<file path="config.mk">
export PLATFORM = sky130hd
export DESIGN_NAME = tdc_meas_sequencer
export DESIGN_NICKNAME = d
export VERILOG_FILES = /design/src/rtl/tdc_meas_sequencer.sv
export SDC_FILE = /design/constraint.sdc
export NUM_CORES = 1
export LEC_CHECK = 0
export CAP_MARGIN = 20
export CORE_UTILIZATION = 50
export CTS_BUF_LIST = sky130_fd_sc_hd__clkbuf_2
export DETAILED_ROUTE_END_ITERATION = 8
export HOLD_SLACK_MARGIN = 0.1
export PLACE_DENSITY = 0.77
export SLEW_MARGIN = 5
export SYNTH_ARGS = -nofsm -noshare
export SYNTH_HDL_FRONTEND = slang
export SYNTH_SLANG_ARGS = --single-unit
</file>
<file path="constraint.sdc">
create_clock -name clk -period 4.97 [get_ports clk]
set_clock_uncertainty 0.1 [all_clocks]
set_input_delay 0.7455 -clock clk [delete_from_list [all_inputs] [get_ports clk]]
set_output_delay 0.7455 -clock clk [all_outputs]
set_load 0.1 [all_outputs]
</file>
<file path="src/rtl/tdc_meas_sequencer.sv">
// tdc_meas_sequencer: drives TDC start/stop with a programmable gap, popcounts the captured
// thermometer word and averages 2^k samples into result_o.
module tdc_meas_sequencer #(
    parameter int N_DELAY = 32,
    parameter int DLY_W   = 8,
    parameter int CNT_W   = 6,
    parameter int ACC_W   = 13
) (
    input  logic               clk,
    input  logic               rst_n,
    input  logic               trig_i,
    input  logic               abort_i,
    input  logic [DLY_W-1:0]   stop_dly_i,
    input  logic [2:0]         log2_samp_i,
    input  logic [N_DELAY-1:0] tdc_count_i,
    output logic               tdc_start_o,
    output logic               tdc_stop_o,
    output logic               busy_o,
    output logic               done_o,
    output logic               ovf_o,
    output logic [CNT_W-1:0]   result_o
);
    typedef enum logic [3:0] {
        S_IDLE, S_START, S_WAIT, S_STOP, S_SET1, S_SET2, S_CAP, S_REC, S_DONE
    } state_t;
    state_t state, state_nx;
    logic trig_q, rise, last, flag, flag_nx;
    logic [DLY_W-1:0] dly, wcnt;
    logic [2:0] k;
    logic [6:0] ctr;
    logic [CNT_W-1:0] pop;
    logic [ACC_W-1:0] acc, acc_nx;
    always_comb begin
        pop = '0;
        for (int i = 0; i < N_DELAY; i++) pop = pop + CNT_W'(tdc_count_i[i]);
    end
    assign rise    = trig_i & ~trig_q;
    // k=7 wraps the shift to 0, so the compare value lands on 127 as required
    assign last    = ctr == (7'd1 << k) - 7'd1;
    assign acc_nx  = acc + ACC_W'(pop);
    assign flag_nx = flag | (&tdc_count_i);
    always_ff @(posedge clk or posedge rst_n) begin
        if (rst_n) state <= S_IDLE;
        else       state <= state_nx;
    end
    always_comb begin
        state_nx = state;
        if (state != S_IDLE && abort_i) state_nx = S_IDLE;
        else begin
            case (state)
                S_IDLE:  state_nx = (rise && !abort_i) ? S_START : S_IDLE;
                S_START: state_nx = (dly == '0) ? S_STOP : S_WAIT;
                S_WAIT:  state_nx = (wcnt == DLY_W'(1)) ? S_STOP : S_WAIT;
                S_STOP:  state_nx = S_SET1;
                S_SET1:  state_nx = S_SET2;
                S_SET2:  state_nx = S_CAP;
                S_CAP:   state_nx = last ? S_DONE : S_REC;
                S_REC:   state_nx = S_START;
                default: state_nx = S_IDLE;
            endcase
        end
    end
    always_ff @(posedge clk or posedge rst_n) begin
        if (rst_n) begin
            tdc_start_o <= 1'b0;
            tdc_stop_o  <= 1'b0;
            busy_o      <= 1'b0;
            done_o      <= 1'b0;
        end else begin
            tdc_start_o <= state_nx inside {S_START, S_WAIT, S_STOP, S_SET1, S_SET2, S_CAP};
            tdc_stop_o  <= state_nx inside {S_STOP, S_SET1, S_SET2, S_CAP};
            busy_o      <= state_nx != S_IDLE;
            done_o      <= state_nx == S_DONE;
        end
    end
    always_ff @(posedge clk or posedge rst_n) begin
        if (rst_n) begin
            trig_q   <= 1'b0;
            dly      <= '0;
            wcnt     <= '0;
            k        <= '0;
            ctr      <= '0;
            acc      <= '0;
            flag     <= 1'b0;
            ovf_o    <= 1'b0;
            result_o <= '0;
        end else begin
            trig_q <= trig_i;
            if (state == S_IDLE && rise && !abort_i) begin
                dly  <= stop_dly_i;
                k    <= log2_samp_i;
                ctr  <= '0;
                acc  <= '0;
                flag <= 1'b0;
            end
            if (state == S_START) wcnt <= dly;
            else if (state == S_WAIT) wcnt <= wcnt - DLY_W'(1);
            if (state == S_CAP) begin
                acc  <= acc_nx;
                flag <= flag_nx;
                ctr  <= ctr + 7'd1;
            end
            // the final sample is folded in on the same edge that enters DONE
            if (state_nx == S_DONE) begin
                result_o <= CNT_W'(acc_nx >> k);
                ovf_o    <= flag_nx;
            end
        end
    end
endmodule

</file>
==> Yosys cells after proc, flatten, opt, wreduce, memory -nomap -nowiden <==
Cells that the tools add are included.
{ "totals": {"ff_bits": 56, "in_bits": 47, "output_inout_bits": 11, "word_cells": 98} }
{ "classes": {"add_sub_neg": 35, "n_eq_ne": 16, "shift": 2, "mux": 14, "bitwise_logic": 3, "reduce_logical": 14} }
{ "op_table": {"columns": ["cell", "n"], "rows": [
  ["$add A6 B1 Y6", 26],
  ["$pmux W4 S8", 1],
  ["$reduce_and A32 Y1", 1],
  ["$eq A4 B3 Y1 const B", 7],
  ["$mux W13", 2],
  ["$eq A4 B2 Y1 const B", 4],
  ["$mux W8", 2],
  ["$mux W7", 2],
  ["$add A13 B6 Y13", 1],
  ["$shr A13 B3 Y6", 1],
  ["$reduce_bool A4 Y1", 3],
  ["$eq A4 B1 Y1 const B", 2],
  ["$eq A8 B1 Y1 const B", 1],
  ["$logic_not A8 Y1", 1],
  ["$mux W4", 2],
  ["$sub A8 B1 Y8 const B", 1],
  ["$add A7 B1 Y7 const B", 1],
  ["$eq A7 B7 Y1", 1],
  ["$shl A1 B3 Y7 const A", 1],
  ["$sub A7 B1 Y7 const B", 1],
  ["$add A5 B1 Y6", 1],
  ["$reduce_bool A6 Y1", 1],
  ["$add A4 B1 Y5", 1],
  ["$mux W1", 5],
  ["other kinds (11)", 15]
]} }

==> Depth between registers and ports, before layout <==
Gate-level depths: netlist of run 1.
{ "logic_depth": {"ltp_word": 33, "depth_mapped": 19} }

==> Least setup slack after synthesis of run 1 <==
OpenSTA, ideal clock, no wires.
{ "synth_timing": {"path_kind": "input to register", "startpoint": "input tdc_count_i[0]", "endpoint": "register result_o[5]", "setup_ns": 0.124, "t_arrival_ns": 5.760, "path_slack_ns": -1.013, "path_stages": 16, "cell_sequence": "fa_1 -> inv_1 -> fa_1 -> fa_1 -> fa_1 -> fa_1 -> fa_1 -> fa_1 -> fa_1 -> nor2b_1 -> o211ai_1 -> a21oi_1 -> o21ai_0 -> o31ai_1 -> o311a_1 -> o2bb2ai_1"} }
{ "synth_via": {"elab_chain_len": 33} }
{ "synth_lines": {"columns": ["element", "line", "text"], "rows": [
  ["start: declaration", "15", "input logic [N_DELAY-1:0] tdc_count_i,"],
  ["$add A1 B1 Y2", "35", "for (int i = 0; i < N_DELAY; i++) pop = pop + CNT_W'(tdc_count_i[i]);"],
  ["$add A2 B1 Y3", "35", null],
  ["$add A3 B1 Y4", "35", null],
  ["$add A4 B1 Y5", "35", null],
  ["$add A5 B1 Y6", "35", null],
  ["$add A6 B1 Y6 (26 in series)", "35", null],
  ["$add A13 B6 Y13", "40", "assign acc_nx = acc + ACC_W'(pop);"],
  ["$shr A13 B3 Y6", "105", "result_o <= CNT_W'(acc_nx >> k);"],
  ["end signal: assignment", "105", null],
  ["end: declaration", "21", "output logic [CNT_W-1:0] result_o"]
]} }
Every way passes these cells.
A chain may end at the register's enable or synchronous reset.

==> Final worst setup path of run 1 <==
{ "layout_timing": {"startpoint": "input tdc_count_i[1]", "endpoint": "register result_o[1]"} }
Same word-level chain as after synthesis.

==> key figures, run 1 <==
STA
  – Min Hold Slack: 0.456 ns
  – Least-Margin Pin Slew: 0.982 ns
  – Final min period: 5.62 ns
  – Setup WS post-layout: -0.645 ns
  – Fmax: 178 MHz
  – Final slew viol count: 0
  – Period utilization: 113%
  – Slew margin rel.: 34.3%
  – Final hold violations: 0
  – Final setup viols: 14
  – RSZ-0062 raised after global routing: true

Finish
  – Post-layout net count: 660
  – Post-Layout Cell Count: 673
  – Filler instances: 664
  – Multi-input logic area: 2700 um2
  – Area grow syn2layout: 24.4%
  – Layout cells sized above 1: 19.7%
  – Final Util: 64.8%
  – Antenna cells: 0
  – Flip-flop and latch area: 1400 um2

Drt
  – DRC: 0
  – Drt first pass iters: 6
  – WL/cell: 15.5 um
  – Routed via count: 3883
  – Final WL: 10.4 mm
  – Via-to-Cell Ratio: 5.77
  – Routed Antenna Nets: 0
  – Iteration-0 DRC Markers: 288

Synthesis
  – Synthesized area: 4300 um2
  – Post-synthesis mux area share: 3.84%
  – Netlist cell types: 62
  – Largest family of logic cells by synthesized area: simple AND/OR/NAND/NOR gates
  – Synth Area in XOR/XNOR: 3.26%
  – Post-synth top area share: 32.6%
  – EDFF count, synth: 0
  – Post-Synth Adder-Cell Area: 17.9%
  – Mapped Cells: 481
  – Sequential fraction of the synthesis area: 32.6%
  – Syn Area/Cell: 8.94 um2
  – Yosys reg bits: 56
  – Post-synth top area cell: dfrtp_1
  – Synth Area in Compound Gates: 17.4%
  – Top post-synthesis cells by area: dfrtp_1 (33%), fa_1 (12%), ha_1 (5.8%)
  – Top_reg_cell synth: dfrtp_1
  – Ys async rst share: 100%
  – Syn Nets: 574
  – Synth warn: 0
  – Post-Synth Simple-Gate Area: 17.9%

Placed design
  – Hpwl dp: 7.90 mm
  – Dpl cells: 653
  – PortBufs: 57
  – Routability Congestion: 0.932

Global route
  – Pin count of the biggest net entering global routing: 57
  – Gr ovfl total: 0
  – Initial antenna violation count: 0
  – First-pass GRT wire length: 17.3 mm
  – Number of global-route vias before repair: 3782
  – Tot GR Track Use: 24.6%

Floorplanning
  – # IOs: 58
  – Die ar.: 8980 um2
  – # rows: 33
  – Die height: 94.8 um
  – Core Region: 8260 um2
  – Die width: 94.8 um
  – Initial Util: 52.1%

Worst setup path
  – Crit-path slowest cell: fa_1
  – Crit Path Max Fanout: 5
  – CP cell instances: buf_8, fa_1, inv_2, fa_1, fa_1, fa_1, fa_1, fa_1, fa_2, fa_2, nor2b_2, o211ai_1, a21oi_2, xor2_2, a222oi_1, nand2_1, a21oi_2, a21oi_1
  – Critical path class: primary input to flip-flop
  – CP peak stage delay: 0.55 ns
  – Critical Path End Type: flip-flop
  – Most used cell, CP: fa_1
  – CP Data Arrival Time: 5.92 ns
  – Nature of the critical path startpoint: primary input
  – WP data required: 5.28 ns

Clock network
  – Hold_buf cts: 0
  – Worst skew pair latency: 0.47 ns
  – Clk sinks: 56
  – Clock-pin slew of the registers on the worst-case setup and hold paths: 0.31 ns
  – Bufs on Longest Clock Path: 2
  – CTS H-tree lvls: 2
  – Total clock buffers created by CTS: 5
  – CTS root buf: clkbuf_2
  – CTS tree: yes

Flow run
  – Max Cap Violations: 0

Hold path
  – HP Class: flip-flop to flip-flop

Run status
  – Status: finished, violations left
  – Failing checks: negative setup slack
routing by layer:
layer | global-route usage, % | vias up | routed length, um
met4 | 7.45 | 0 | 191
met2 | 41.2 | 114 | 5220
met5 | 0 | - | 0
li1 | - | 1851 | -
met1 | 33.3 | 1897 | 4640
met3 | 3.22 | 21 | 397
synthesized netlist by cell type, drive strengths merged (3+ instances only):
| master | number |
|---|---|
| or2 | 3 |
| and2 | 6 |
| a21oi | 24 |
| a211oi | 4 |
| o22ai | 3 |
| mux2 | 12 |
| xor2 | 8 |
| ha | 20 |
| a31oi | 7 |
| o21ai | 38 |
| o21a | 3 |
| nand2 | 42 |
| dfrtp | 56 |
| xnor2 | 8 |
| nor3 | 9 |
| nand3 | 20 |
| buf | 5 |
| a221oi | 3 |
| fa | 26 |
| nand2b | 3 |
| nand4 | 14 |
| o311ai | 4 |
| nor4 | 8 |
| nor2b | 7 |
| mux2i | 3 |
| o211ai | 6 |
| clkbuf | 15 |
| o31ai | 7 |
| nor2 | 36 |
| inv | 56 |
critical path: cells and delay by family:
family,cells,cell delay (ns)
adders and majority gates,8,3.70
AOI/OAI and AO/OA,5,0.95
and+or+nand+nor,2,0.26
xor gates and xnor gates,1,0.13
buffers and inverters,2,0.14
flip-flops by register name, summed over array words and instances, names as in the netlist, 3 cells and up:
register  cells
ctr           7
result_o      6
acc          13
state         4
k             3
wcnt          8
dly           8
what timing repair did:
action / CTS / global route
cloned: 0 / 0
setup endpoints to repair: 17 / 17
buffers inserted: 10 / 3
pin swaps: 29 / 14
gates resized for setup: 84 / 14
area by class of cell:
cell class	count	area share, %
tap	105	2.46
inverter	56	3.93
clock buffer	5	0.468
clock inverter	3	0.444
multi-input combinational	349	50.4
sequential	56	26.2
timing repair buffer	99	16.1
cells by family (layout without fill, tap and decap cells):
group | Yosys count | in the layout
and+or+nand+nor | 157 | 157
AOI/OAI and AO/OA | 115 | 115
buffers and inverters | 76 | 163
DFF | 56 | 56
adders and majority gates | 46 | 46
xor gates and xnor gates | 16 | 16
muxes | 15 | 15
path summary, 6_finish.rpt:
kind,slack [ns],from,cells after the start,end
worst min register to register,0.46,acc[5],2,acc[5]
worst max-delay path,-0.65,tdc_count_i[1],18,result_o[1]
worst max register to register,-0.21,acc[0],16,result_o[1]
max in group asynchronous,3.64,rst_n,3,state[1]
min in group asynchronous,0.62,rst_n,3,flag
worst min-delay path,0.46,acc[5],2,acc[5]
cell usage in the layout (no fill, tap or decap), types with 4 or more instances in the layout:
| cell type | instances |
|---|---|
| dfrtp_1 | 56 |
| inv_1 | 47 |
| clkdlybuf4s50_1 | 42 |
| nand2_1 | 40 |
| buf_4 | 36 |
| nor2_1 | 34 |
| fa_1 | 24 |
| o21ai_0 | 22 |
| a21oi_1 | 20 |
| ha_1 | 20 |
| nand3_1 | 19 |
| nand4_1 | 14 |
| o21ai_1 | 13 |
| mux2_2 | 12 |
| buf_2 | 11 |
| inv_2 | 9 |
| nor3_1 | 8 |
| nor4_1 | 8 |
| buf_6 | 8 |
| o31ai_1 | 7 |
| xnor2_1 | 7 |
| xor2_1 | 7 |
| a31oi_1 | 6 |
| o211ai_1 | 5 |
| nor2b_1 | 5 |
| clkbuf_2 | 5 |
| a21oi_2 | 4 |
| and2_1 | 4 |
| a211oi_1 | 4 |
stage by stage:
step	TNS, ns	worst slack (ns)	area, um2
floorplan	-7.74	-0.852	4320
global placement	-21.29	-1.59	5160
detailed placement	-23.04	-1.66	5160
CTS	-6.52	-0.713	5290
global route	-7.64	-0.819	5350
finish	-5.50	-0.645	5350
Power of run 1 is not shown: default switching activity piles up to over one toggle a cycle in this logic, so the estimate is an artifact.
==> run 2: changes to the inputs <==
- SLEW_MARGIN: 5 -> 25
==> results of run 2 <==
Final layout, timing and power as in run 1 (identical DEF).
Power of run 2 is left out for the same reason.
==> run 3: changes to the inputs <==
- CTS_BUF_LIST: sky130_fd_sc_hd__clkbuf_2 -> sky130_fd_sc_hd__clkbuf_16
==> run 3 against run 2 <==
Net effect: cell area is 1.3% higher; first-iteration DRC count fell by 30%; die area did not move; cell count fell by 0.30%; the run still ends with negative setup slack left; via count is 0.59% lower; hold slack worse by 0.039 ns; critical endpoint is now result_o[5]; maximum frequency down 3.8%; flip-flop and latch count did not move; sequential share of layout area is 0.34 points lower; utilization increased by 0.86 points.
==> key figures, run 3 (synthesis results as in run 1) <==
Run status
  – Status: finished, violations left
  – Failing checks: negative setup slack

STA
  – Period utilization: 117% (+4.5 points)
  – Final min period: 5.84 ns (+0.222 ns)
  – Least-Margin Pin Slew: 0.983 ns (+0.000695 ns)
  – Setup WS post-layout: -0.867 ns (-0.222 ns)
  – Fmax: 171 MHz (-3.8%)
  – Final hold violations: 0 (unchanged)
  – Slew margin rel.: 34.3% (-0.046 points)
  – RSZ-0062 raised after global routing: true
  – Final setup viols: 17 (+3)
  – Fin Setup TNS: -9.33 ns (-3.83 ns)
  – Final slew viol count: 0 (unchanged)

Finish
  – Most frequent cells in the layout: dfrtp_1 (56), inv_1 (47), clkdlybuf4s50_1 (42), nand2_1 (40), buf_4 (37)
  – Biggest regs: acc: 13 flops, dly: 8 flops, wcnt: 8 flops
  – Max reg flops: 13 (unchanged)
  – Area grow syn2layout: 26.0%
  – Post-layout net count: 658 (-0.30%)
  – Largest register by flop count: acc
  – Commonest non-fill, non-tap cell in the layout: dfrtp_1
  – Antenna cells: 0 (unchanged)
  – Final Util: 65.7% (+0.86 points)
  – Layout cells sized above 1: 19.3% (-0.46 points)
  – Filler instances: 656 (-1.2%)

Drt
  – WL/cell: 15.7 um (+1.0%)
  – Routed via count: 3860 (-0.59%)
  – Drt first pass iters: 4 (-2)
  – DRC: 0 (unchanged)
  – Via-to-Cell Ratio: 5.75 (-0.30%)
  – Final WL: 10.5 mm (+0.70%)
  – Routed Antenna Nets: 0 (unchanged)
  – Iteration-0 DRC Markers: 203 (-30%)

Floorplanning
  – Die width: 94.8 um (unchanged)
  – # IOs: 58 (unchanged)
  – Initial Util: 52.1% (unchanged)
  – Core Region: 8260 um2 (unchanged)
  – # rows: 33 (unchanged)
  – Die height: 94.8 um (unchanged)
  – Die ar.: 8980 um2 (unchanged)

Hold path
  – HP Class: flip-flop to flip-flop
  – Hold Crit Start: acc[5]
  – Hold endpoint: acc[5]
  – Worst hold path depth: 2 (unchanged)

Global route
  – First-pass GRT wire length: 17.3 mm (+0.20%)
  – Pin count of the biggest net entering global routing: 57 (unchanged)
  – Initial antenna violation count: 0 (unchanged)
  – Tot GR Track Use: 24.7% (+0.091 points)
  – Number of global-route vias before repair: 3752 (-0.79%)
  – Gr ovfl total: 0 (unchanged)

Clock network
  – CTS tree: yes
  – Bufs on Longest Clock Path: 2 (unchanged)
  – CTS H-tree lvls: 2 (unchanged)
  – CTS root buf: clkbuf_16
  – Clk sinks: 56 (unchanged)
  – Clock-pin slew of the registers on the worst-case setup and hold paths: 0.08 ns (-0.23 ns)
  – Hold_buf cts: 0 (unchanged)
  – Worst skew pair latency: 0.30 ns (-0.17 ns)
  – Total clock buffers created by CTS: 5 (unchanged)

Worst setup path
  – Crit-path slowest cell: fa_1
  – Most used cell, CP: fa_1
  – Critical path class: primary input to flip-flop
  – Reg-to-Reg Start: acc[0]
  – CP peak stage delay: 0.55 ns (about the same)
  – R2R Path End: result_o[5]
  – Reg-to-reg setup timing slack: -0.19 ns (+0.02 ns)
  – WP data required: 5.06 ns (-0.22 ns)
  – Crit Path Max Fanout: 5 (unchanged)
  – Critical Path End Type: flip-flop
  – Worst r2r path cells: 16 (unchanged)
  – CP cell instances: buf_8, fa_1, inv_2, fa_1, fa_1, fa_1, fa_1, fa_1, fa_2, fa_2, nor2b_2, o211ai_1, a21oi_2, xor2_2, a222oi_1, nand2_1, o21ai_1, o2bb2ai_1
  – CP Data Arrival Time: 5.92 ns (about the same)
  – Nature of the critical path startpoint: primary input

Placed design
  – Hpwl dp: 7.90 mm (unchanged)
  – PortBufs: 57 (unchanged)
  – Routability Congestion: 0.932 (unchanged)

Flow run
  – Max Cap Violations: 0 (unchanged)
==> run 3: cell count changes in the layout (fill, tap and decap cells not counted) <==
cell,delta
buf_4,+1
nor2_1,+1
nor2_2,-1
clkbuf_16,+5
o21ai_1,+1
o21ai_0,-1
clkbuf_2,-5
buf_6,-3
==> run 3: critical path, delay by kind of cell <==
kind	cells	cell delay [ns]
simple gates	2	0.26
fa+ha+maj	8	3.70
xor+xnor	1	0.13
buf+inv	2	0.14
compound gates	5	0.95
==> run 3: how the worst max path moves through the flow <==
stage / startpoint / end / slack [ns] / cells after the start
after floorplan: tdc_count_i[17] / result_o[1] / -0.85 / 17
after global placement: tdc_count_i[0] / result_o[0] / -1.59 / 18
after detailed placement: tdc_count_i[0] / result_o[1] / -1.66 / 18
after CTS: tdc_count_i[15] / result_o[5] / -0.96 / 18
after global routing: tdc_count_i[1] / result_o[5] / -1.09 / 18
final: tdc_count_i[1] / result_o[5] / -0.87 / 18
==> run 3: layer usage <==
metal,vias to the layer above,wire length (um),share of wire [%],global-route usage (%)
li1,1850,-,-,-
met1,1892,4670,44,33.6
met2,98,5300,50,41.2
met3,20,352,3.3,3.30
met4,0,199,1.9,7.20
met5,-,0,0,0
==> run 3: cell type report <==
type	instances	area, um2	share of cell area (%)
Inverter	56	210	3.88
Tap cell	105	131	2.42
Sequential cell	56	1400	25.8
Clock buffer	5	125	2.31
Multi-Input combinational cell	349	2690	49.7
Timing Repair Buffer	97	836	15.4
Clock inverter	3	23.8	0.438
==> run 3: repair_timing <==
item	CTS	global route
pin swaps	27	15
setup endpoints to repair	18	18
gates cloned	0	0
hold endpoints to repair	0	0
gates resized for setup	81	14
buffers inserted	5	6
==> run 3: per-stage QoR <==
| stage | instance area, um2 | setup WS [ns] | hold slack [ns] | cells |
|---|---|---|---|---|
| final | 5420 | -0.867 | 0.418 | 671 |
| after global routing | 5420 | -1.09 | 0.442 | 671 |
| after CTS | 5350 | -0.957 | 0.421 | 666 |
| after detailed placement | 5160 | -1.66 | 0.396 | 653 |
| after global placement | 5160 | -1.59 | 0.390 | 653 |
| after floorplan | 4320 | -0.852 | 0.366 | 481 |
Power of run 3 is left out for the same reason.
